$ cat config.mk
export PLATFORM = sky130hd
export DESIGN_NAME = mem_arb_ctrl_flat
export DESIGN_NICKNAME = d
export VERILOG_FILES = /design/src/rtl/mem_arb_ctrl_if.sv /design/src/rtl/mem_arb_ctrl.sv /design/src/flat_wrapper.sv
export SDC_FILE = /design/constraint.sdc
export NUM_CORES = 1
export LEC_CHECK = 0
export BUFFER_PORTS_ARGS = -buffer_cell sky130_fd_sc_hd__clkbuf_2
export CAP_MARGIN = 10
export CORE_MARGIN = 8
export CORE_UTILIZATION = 30
export DETAILED_ROUTE_END_ITERATION = 7
export GPL_TIMING_DRIVEN = 0
export PLACE_DENSITY = 0.61
export SLEW_MARGIN = 10
export SYNTH_ARGS = -nofsm -noshare
export SYNTH_HDL_FRONTEND = slang
export SYNTH_SLANG_ARGS = --single-unit
$ cat constraint.sdc
create_clock -name clk -period 3.8 [get_ports clk]
set_input_delay 0.57 -clock clk [delete_from_list [all_inputs] [get_ports clk]]
set_output_delay 0.57 -clock clk [all_outputs]
set_load 0.02 [all_outputs]
$ cat src/rtl/mem_arb_ctrl_if.sv
// Request/response and mem_sys command bundle for mem_arb_ctrl.
// slave = arbiter side, master = requesters plus memory system.
interface mem_arb_ctrl_if #(
  parameter int XA_W = 10,
  parameter int WA_W = 20
);
  logic            l_valid;
  logic            l_ready;
  logic            l_side;
  logic [1:0]      l_bank;
  logic [WA_W-1:0] l_addr;
  logic            l_we;
  logic            l_wdata;
  logic            l_rsp_valid;
  logic            l_rsp_side;
  logic            l_rsp_data;

  logic            e_valid;
  logic            e_ready;
  logic            e_side;
  logic [1:0]      e_bank;
  logic [WA_W-1:0] e_addr;
  logic            e_we;
  logic            e_wdata;
  logic            e_rsp_valid;
  logic            e_rsp_side;
  logic            e_rsp_data;

  logic            read_rq_x;
  logic            write_rq_x;
  logic [1:0]      sel_x;
  logic [XA_W-1:0] rw_address_x;
  logic            read_rq_w;
  logic            write_rq_w;
  logic [1:0]      sel_w;
  logic [WA_W-1:0] rw_address;
  logic            write_data;
  logic            vdd;
  logic            read_data_x;
  logic            read_data_w;

  modport slave (
    input  l_valid, l_side, l_bank, l_addr, l_we, l_wdata,
    output l_ready, l_rsp_valid, l_rsp_side, l_rsp_data,
    input  e_valid, e_side, e_bank, e_addr, e_we, e_wdata,
    output e_ready, e_rsp_valid, e_rsp_side, e_rsp_data,
    output read_rq_x, write_rq_x, sel_x, rw_address_x,
    output read_rq_w, write_rq_w, sel_w, rw_address,
    output write_data, vdd,
    input  read_data_x, read_data_w
  );

  modport master (
    output l_valid, l_side, l_bank, l_addr, l_we, l_wdata,
    input  l_ready, l_rsp_valid, l_rsp_side, l_rsp_data,
    output e_valid, e_side, e_bank, e_addr, e_we, e_wdata,
    input  e_ready, e_rsp_valid, e_rsp_side, e_rsp_data,
    input  read_rq_x, write_rq_x, sel_x, rw_address_x,
    input  read_rq_w, write_rq_w, sel_w, rw_address,
    input  write_data, vdd,
    output read_data_x, read_data_w
  );
endinterface

$ cat src/rtl/mem_arb_ctrl.sv
// Two-requester (L/E) round-robin arbiter and sequencer for mem_sys.
// Optional MEM_ARB_XADDR_CHECK_EN: reject out-of-range x addresses via x_addr_err.
module mem_arb_ctrl #(
  parameter int XA_W = 10,
  parameter int WA_W = 20
) (
  input  logic           clk,
  input  logic           rst,
  mem_arb_ctrl_if.slave  bus
`ifdef MEM_ARB_XADDR_CHECK_EN
  ,
  output logic           x_addr_err
`endif
);

  logic            rr_x, rr_w, wr_turn;
  logic            x_who, w_who;

  logic            l_x, l_w, e_x, e_w;
  logic            x_has, w_has;
  logic            x_pick_e, w_pick_e;
  logic            x_we, w_we;
  logic            x_wdata, w_wdata;
  logic [1:0]      x_bank, w_bank;
  logic [XA_W-1:0] x_addr;
  logic [WA_W-1:0] w_addr;
  logic            x_bad;
  logic            x_is_wr, w_is_wr, both_wr;
  logic            grant_x, grant_w;
  logic            issue_x, issue_w;
  logic            l_hit_x, l_hit_w, e_hit_x, e_hit_w;

  always_comb begin
    l_x = bus.l_valid & ~bus.l_side;
    l_w = bus.l_valid &  bus.l_side;
    e_x = bus.e_valid & ~bus.e_side;
    e_w = bus.e_valid &  bus.e_side;

    x_has    = l_x | e_x;
    w_has    = l_w | e_w;
    x_pick_e = e_x & (~l_x | rr_x);
    w_pick_e = e_w & (~l_w | rr_w);

    x_we    = x_pick_e ? bus.e_we    : bus.l_we;
    x_wdata = x_pick_e ? bus.e_wdata : bus.l_wdata;
    x_bank  = x_pick_e ? bus.e_bank  : bus.l_bank;
    x_addr  = x_pick_e ? bus.e_addr[XA_W-1:0] : bus.l_addr[XA_W-1:0];

    w_we    = w_pick_e ? bus.e_we    : bus.l_we;
    w_wdata = w_pick_e ? bus.e_wdata : bus.l_wdata;
    w_bank  = w_pick_e ? bus.e_bank  : bus.l_bank;
    w_addr  = w_pick_e ? bus.e_addr  : bus.l_addr;
  end

`ifdef MEM_ARB_XADDR_CHECK_EN
  logic [WA_W-1:0] x_addr_full;
  always_comb begin
    x_addr_full = x_pick_e ? bus.e_addr : bus.l_addr;
    x_bad       = x_has & (|x_addr_full[WA_W-1:XA_W]);
  end
`else
  always_comb x_bad = 1'b0;
`endif

  // A rejected x request issues nothing, so it never competes for write_data.
  always_comb begin
    x_is_wr = x_has & x_we & ~x_bad;
    w_is_wr = w_has & w_we;
    both_wr = x_is_wr & w_is_wr;
    grant_x = x_has & ~(both_wr &  wr_turn);
    grant_w = w_has & ~(both_wr & ~wr_turn);
    issue_x = grant_x & ~x_bad;
    issue_w = grant_w;
  end

  always_comb begin
    bus.l_ready = (l_x & ~x_pick_e & grant_x) | (l_w & ~w_pick_e & grant_w);
    bus.e_ready = (e_x &  x_pick_e & grant_x) | (e_w &  w_pick_e & grant_w);
    bus.vdd     = 1'b1;
  end

  always_ff @(posedge clk or negedge rst) begin
    if (!rst) begin
      rr_x    <= 1'b0;
      rr_w    <= 1'b0;
      wr_turn <= 1'b0;
    end else begin
      if (l_x & e_x & grant_x) rr_x <= ~rr_x;
      if (l_w & e_w & grant_w) rr_w <= ~rr_w;
      if (both_wr) wr_turn <= ~wr_turn;
    end
  end

  always_ff @(posedge clk or negedge rst) begin
    if (!rst) begin
      bus.read_rq_x    <= 1'b0;
      bus.write_rq_x   <= 1'b0;
      bus.sel_x        <= '0;
      bus.rw_address_x <= '0;
      x_who            <= 1'b0;
      bus.read_rq_w    <= 1'b0;
      bus.write_rq_w   <= 1'b0;
      bus.sel_w        <= '0;
      bus.rw_address   <= '0;
      w_who            <= 1'b0;
      bus.write_data   <= 1'b0;
    end else begin
      bus.read_rq_x  <= issue_x & ~x_we;
      bus.write_rq_x <= issue_x &  x_we;
      if (issue_x) begin
        bus.sel_x        <= x_bank;
        bus.rw_address_x <= x_addr;
        x_who            <= x_pick_e;
      end
      bus.read_rq_w  <= issue_w & ~w_we;
      bus.write_rq_w <= issue_w &  w_we;
      if (issue_w) begin
        bus.sel_w      <= w_bank;
        bus.rw_address <= w_addr;
        w_who          <= w_pick_e;
      end
      if (issue_x & x_we)      bus.write_data <= x_wdata;
      else if (issue_w & w_we) bus.write_data <= w_wdata;
    end
  end

`ifdef MEM_ARB_XADDR_CHECK_EN
  always_ff @(posedge clk or negedge rst) begin
    if (!rst) x_addr_err <= 1'b0;
    else      x_addr_err <= grant_x & x_bad;
  end
`endif

  always_comb begin
    l_hit_x = bus.read_rq_x & ~x_who;
    l_hit_w = bus.read_rq_w & ~w_who;
    e_hit_x = bus.read_rq_x &  x_who;
    e_hit_w = bus.read_rq_w &  w_who;
  end

  // Each requester has at most one read in flight per cycle, so one hit per side.
  always_ff @(posedge clk or negedge rst) begin
    if (!rst) begin
      bus.l_rsp_valid <= 1'b0;
      bus.l_rsp_side  <= 1'b0;
      bus.l_rsp_data  <= 1'b0;
      bus.e_rsp_valid <= 1'b0;
      bus.e_rsp_side  <= 1'b0;
      bus.e_rsp_data  <= 1'b0;
    end else begin
      bus.l_rsp_valid <= l_hit_x | l_hit_w;
      if (l_hit_x) begin
        bus.l_rsp_side <= 1'b0;
        bus.l_rsp_data <= bus.read_data_x;
      end else if (l_hit_w) begin
        bus.l_rsp_side <= 1'b1;
        bus.l_rsp_data <= bus.read_data_w;
      end
      bus.e_rsp_valid <= e_hit_x | e_hit_w;
      if (e_hit_x) begin
        bus.e_rsp_side <= 1'b0;
        bus.e_rsp_data <= bus.read_data_x;
      end else if (e_hit_w) begin
        bus.e_rsp_side <= 1'b1;
        bus.e_rsp_data <= bus.read_data_w;
      end
    end
  end

endmodule
$ cat src/flat_wrapper.sv
// flat-port wrapper written by rule: the top's interface ports become plain ports
module mem_arb_ctrl_flat 
#(
  parameter int XA_W = 10,
  parameter int WA_W = 20
)
  (clk, rst, bus_l_valid, bus_l_side, bus_l_bank, bus_l_addr, bus_l_we, bus_l_wdata, bus_l_ready, bus_l_rsp_valid, bus_l_rsp_side, bus_l_rsp_data, bus_e_valid, bus_e_side, bus_e_bank, bus_e_addr, bus_e_we, bus_e_wdata, bus_e_ready, bus_e_rsp_valid, bus_e_rsp_side, bus_e_rsp_data, bus_read_rq_x, bus_write_rq_x, bus_sel_x, bus_rw_address_x, bus_read_rq_w, bus_write_rq_w, bus_sel_w, bus_rw_address, bus_write_data, bus_vdd, bus_read_data_x, bus_read_data_w);
  mem_arb_ctrl_if #(.XA_W(XA_W), .WA_W(WA_W)) bus_i ();
  input  logic clk;
  input  logic rst;
  input wire logic [$bits(bus_i.l_valid)-1:0] bus_l_valid;
  input wire logic [$bits(bus_i.l_side)-1:0] bus_l_side;
  input wire logic [$bits(bus_i.l_bank)-1:0] bus_l_bank;
  input wire logic [$bits(bus_i.l_addr)-1:0] bus_l_addr;
  input wire logic [$bits(bus_i.l_we)-1:0] bus_l_we;
  input wire logic [$bits(bus_i.l_wdata)-1:0] bus_l_wdata;
  output wire logic [$bits(bus_i.l_ready)-1:0] bus_l_ready;
  output wire logic [$bits(bus_i.l_rsp_valid)-1:0] bus_l_rsp_valid;
  output wire logic [$bits(bus_i.l_rsp_side)-1:0] bus_l_rsp_side;
  output wire logic [$bits(bus_i.l_rsp_data)-1:0] bus_l_rsp_data;
  input wire logic [$bits(bus_i.e_valid)-1:0] bus_e_valid;
  input wire logic [$bits(bus_i.e_side)-1:0] bus_e_side;
  input wire logic [$bits(bus_i.e_bank)-1:0] bus_e_bank;
  input wire logic [$bits(bus_i.e_addr)-1:0] bus_e_addr;
  input wire logic [$bits(bus_i.e_we)-1:0] bus_e_we;
  input wire logic [$bits(bus_i.e_wdata)-1:0] bus_e_wdata;
  output wire logic [$bits(bus_i.e_ready)-1:0] bus_e_ready;
  output wire logic [$bits(bus_i.e_rsp_valid)-1:0] bus_e_rsp_valid;
  output wire logic [$bits(bus_i.e_rsp_side)-1:0] bus_e_rsp_side;
  output wire logic [$bits(bus_i.e_rsp_data)-1:0] bus_e_rsp_data;
  output wire logic [$bits(bus_i.read_rq_x)-1:0] bus_read_rq_x;
  output wire logic [$bits(bus_i.write_rq_x)-1:0] bus_write_rq_x;
  output wire logic [$bits(bus_i.sel_x)-1:0] bus_sel_x;
  output wire logic [$bits(bus_i.rw_address_x)-1:0] bus_rw_address_x;
  output wire logic [$bits(bus_i.read_rq_w)-1:0] bus_read_rq_w;
  output wire logic [$bits(bus_i.write_rq_w)-1:0] bus_write_rq_w;
  output wire logic [$bits(bus_i.sel_w)-1:0] bus_sel_w;
  output wire logic [$bits(bus_i.rw_address)-1:0] bus_rw_address;
  output wire logic [$bits(bus_i.write_data)-1:0] bus_write_data;
  output wire logic [$bits(bus_i.vdd)-1:0] bus_vdd;
  input wire logic [$bits(bus_i.read_data_x)-1:0] bus_read_data_x;
  input wire logic [$bits(bus_i.read_data_w)-1:0] bus_read_data_w;
  assign bus_i.l_valid = bus_l_valid;
  assign bus_i.l_side = bus_l_side;
  assign bus_i.l_bank = bus_l_bank;
  assign bus_i.l_addr = bus_l_addr;
  assign bus_i.l_we = bus_l_we;
  assign bus_i.l_wdata = bus_l_wdata;
  assign bus_l_ready = bus_i.l_ready;
  assign bus_l_rsp_valid = bus_i.l_rsp_valid;
  assign bus_l_rsp_side = bus_i.l_rsp_side;
  assign bus_l_rsp_data = bus_i.l_rsp_data;
  assign bus_i.e_valid = bus_e_valid;
  assign bus_i.e_side = bus_e_side;
  assign bus_i.e_bank = bus_e_bank;
  assign bus_i.e_addr = bus_e_addr;
  assign bus_i.e_we = bus_e_we;
  assign bus_i.e_wdata = bus_e_wdata;
  assign bus_e_ready = bus_i.e_ready;
  assign bus_e_rsp_valid = bus_i.e_rsp_valid;
  assign bus_e_rsp_side = bus_i.e_rsp_side;
  assign bus_e_rsp_data = bus_i.e_rsp_data;
  assign bus_read_rq_x = bus_i.read_rq_x;
  assign bus_write_rq_x = bus_i.write_rq_x;
  assign bus_sel_x = bus_i.sel_x;
  assign bus_rw_address_x = bus_i.rw_address_x;
  assign bus_read_rq_w = bus_i.read_rq_w;
  assign bus_write_rq_w = bus_i.write_rq_w;
  assign bus_sel_w = bus_i.sel_w;
  assign bus_rw_address = bus_i.rw_address;
  assign bus_write_data = bus_i.write_data;
  assign bus_vdd = bus_i.vdd;
  assign bus_i.read_data_x = bus_read_data_x;
  assign bus_i.read_data_w = bus_read_data_w;
  mem_arb_ctrl #(.XA_W(XA_W), .WA_W(WA_W)) u_core (.clk(clk), .rst(rst), .bus(bus_i));
endmodule
==> metrics.txt <==
Residual DRC=0; Final Power=approximately 1.6 mW; GR Util All Layers=0.126; total iterations of the first detailed-routing run=4; Power Density=roughly 500 nW/um2; CP Capture Type=primary output; die span in y=106 um; share of cells above drive strength 1=0.348; Post-synth ARST share=1.00; Worst Tran Pin Value=between 0.7 and 0.8 ns; vias per inst=approximately 4.7; Die Span X=approximately 110 um; highest clock rate=approximately 340 MHz; port buffer count=~100; Yosys reg bits=50; vias=around 2,200; setup TNS=0 ns; CP Launch Type=primary input; largest net degree at the start of global routing=51; Syn Nets=312; Synth area leader=dfrtp_1; Inserted Diodes=0; Overflow after GRT=0; CTS clk-pin slew, worst paths=0.09 ns; CTS root buf=clkbuf_8; Yosys top cell area share=0.518; post-DP HPWL=around 5.5 mm; CTS tree=done; EDFF count, synth=0; final wirelength=about 7.0 mm; status=completed; H-tree depth=2; Initial Util=0.311; global-route wire length before repair=between 10 and 15 mm; Final Cycle Share=0.768; Slew HR=0.532; min cycle time layout=2.92 ns; Ports=approximately 100; wire length per cell=15.1 um; Row Count=32; CTS sink cnt=50; synth cell count leaders=nand2_1 (66), dfrtp_1 (50), nor2_1 (28); area growth from synthesis to layout=32.2%; worst min path class=in2async; die area=between 10,000 and 15,000 um2; vias in the first global route=between 2,000 and 2,500; crit path DAT=between 2 and 2.5 ns; Worst Path Max Fanout=10; CTS Buf Count=5; clk_skew=0.00638 ns; max_cap viols=0; YS warnings=0; Nets=420; Post CTS Setup Buffer Count=0; RSZ-0062 raised after global routing=false; CTS Hold Buffers Added=0; worst vdd ir=~250 uV; Fillers=slightly above 800; Top FF cell, synth=dfrtp_1; type of the worst setup path=in2out; Hold Fails Final Rpt=0; Routed Antenna Nets=0; synth top area cells=dfrtp_1 (52%), nand2_1 (10%), mux2i_1 (6.6%), a31oi_1 (5.7%), nor2_1 (4.4%); leak pwr=between 1.5 and 2 nW; post-CTS sizing=0; post-synth cell types=36; Required @ worst endpoint=roughly 3.2 ns; register area share after synthesis=0.518; Final Setup Violations=0; synthesized area per cell=between 9 and 10 um2; Clk Latency, worst-skew pair=roughly 0.29 ns; core area=between 7000 and 8000 um2; Final GP Congestion=between 0.7 and 0.8; CTS Buffer Depth=2; Pins Over Slew Limit=0; top-count cell post-synth=nand2_1; DRT iter0 DRCs=56; multi-input logic area=about 1100 um2; sequential cell area=between 1000 and 1500 um2; initial antenna violation count=0; Mapped Cells=about 260; mapped cell area=between 2000 and 2500 um2
cells by family (layout without fill, tap and decap cells):
family	after synthesis	count (layout)	share of synthesized area
other cells	1	1	0.00155
compound gates	51	51	0.142
buf+inv	19	128	0.0435
simple gates	112	112	0.199
mux	18	18	0.0772
xor+xnor	5	5	0.0181
flops	50	50	0.518
final timing paths:
kind / start / endpoint / slack [ns] / cells after the start
worst max-delay path: bus_l_side / bus_e_ready / 0.88 / 6
worst min-delay path: rst / u_core.rr_x / 0.32 / 1
worst max register to register: u_core.rr_w / u_core.bus.write_data / 1.83 / 5
worst min register to register: u_core.rr_w / u_core.rr_w / 0.47 / 1
max in group asynchronous: rst / u_core.bus.write_data / 2.99 / 1
min in group clk: u_core.rr_w / u_core.rr_w / 0.47 / 1
critical path, cell delays in order:
cell and delay (ns):
buf_2 0.16, and3b_1 0.23, nor2_1 0.48, clkbuf_1 0.47, a2bb2oi_1 0.24, clkbuf_2 0.19
layout make-up:
type | count | share of cell area
Buffer | 15 | 0.0282
Clock buffer | 6 | 0.0259
Clock inverter | 2 | 0.0188
Inverter | 4 | 0.00470
Multi-Input combinational cell | 187 | 0.332
Sequential cell | 50 | 0.392
Tap cell | 102 | 0.0400
Timing Repair Buffer | 101 | 0.159
through the flow:
step,std cells,hold slack [ns],utilization,area (um2),worst slack [ns]
floorplan,256,0.274,-,2410,1.20
CTS,467,0.360,0.411,3190,0.811
detailed placement,459,0.466,0.393,3050,0.814
global route,467,0.386,0.411,3190,0.721
finish,467,0.322,0.411,3190,0.882
global placement,459,0.448,0.392,3050,0.802
per-layer routing:
| layer | GRT usage | vias to the layer above | part of all wire | wire, um |
|---|---|---|---|---|
| li1 | - | 1087 | - | - |
| met1 | 0.154 | 1020 | 0.43 | 3060 |
| met2 | 0.207 | 72 | 0.47 | 3330 |
| met3 | 0.0530 | 2 | 0.089 | 623 |
| met4 | 0.0211 | 0 | 0.0031 | 22 |
| met5 | 0 | - | 0 | 0 |
report_power, final:
part	switching, mW	leakage [nW]	total [mW]	internal (mW)
Combinational	0.295	0.932	0.471	0.175
Sequential	0.0657	0.591	0.698	0.632
Clock	0.176	0.0714	0.457	0.281
Total	0.537	1.59	1.63	1.09
state kept, by name (all words and copies together), names as in the netlist, 2 cells and up:
register                 count
u_core.bus.sel_w             2
u_core.bus.rw_address       20
u_core.bus.rw_address_x     10
u_core.bus.sel_x             2
cell usage in the layout (no fill, tap or decap), drive strengths merged, types with 3 or more instances in the layout:
cell / count
nand2b: 4
nand2: 66
nor3b: 3
mux2i: 16
nor2: 29
o21ai: 16
a21oi: 4
a31oi: 22
clkbuf: 112
buf: 10
xor2: 3
dfrtp: 50
inv: 4
Power figures use the tool's default switching activity.
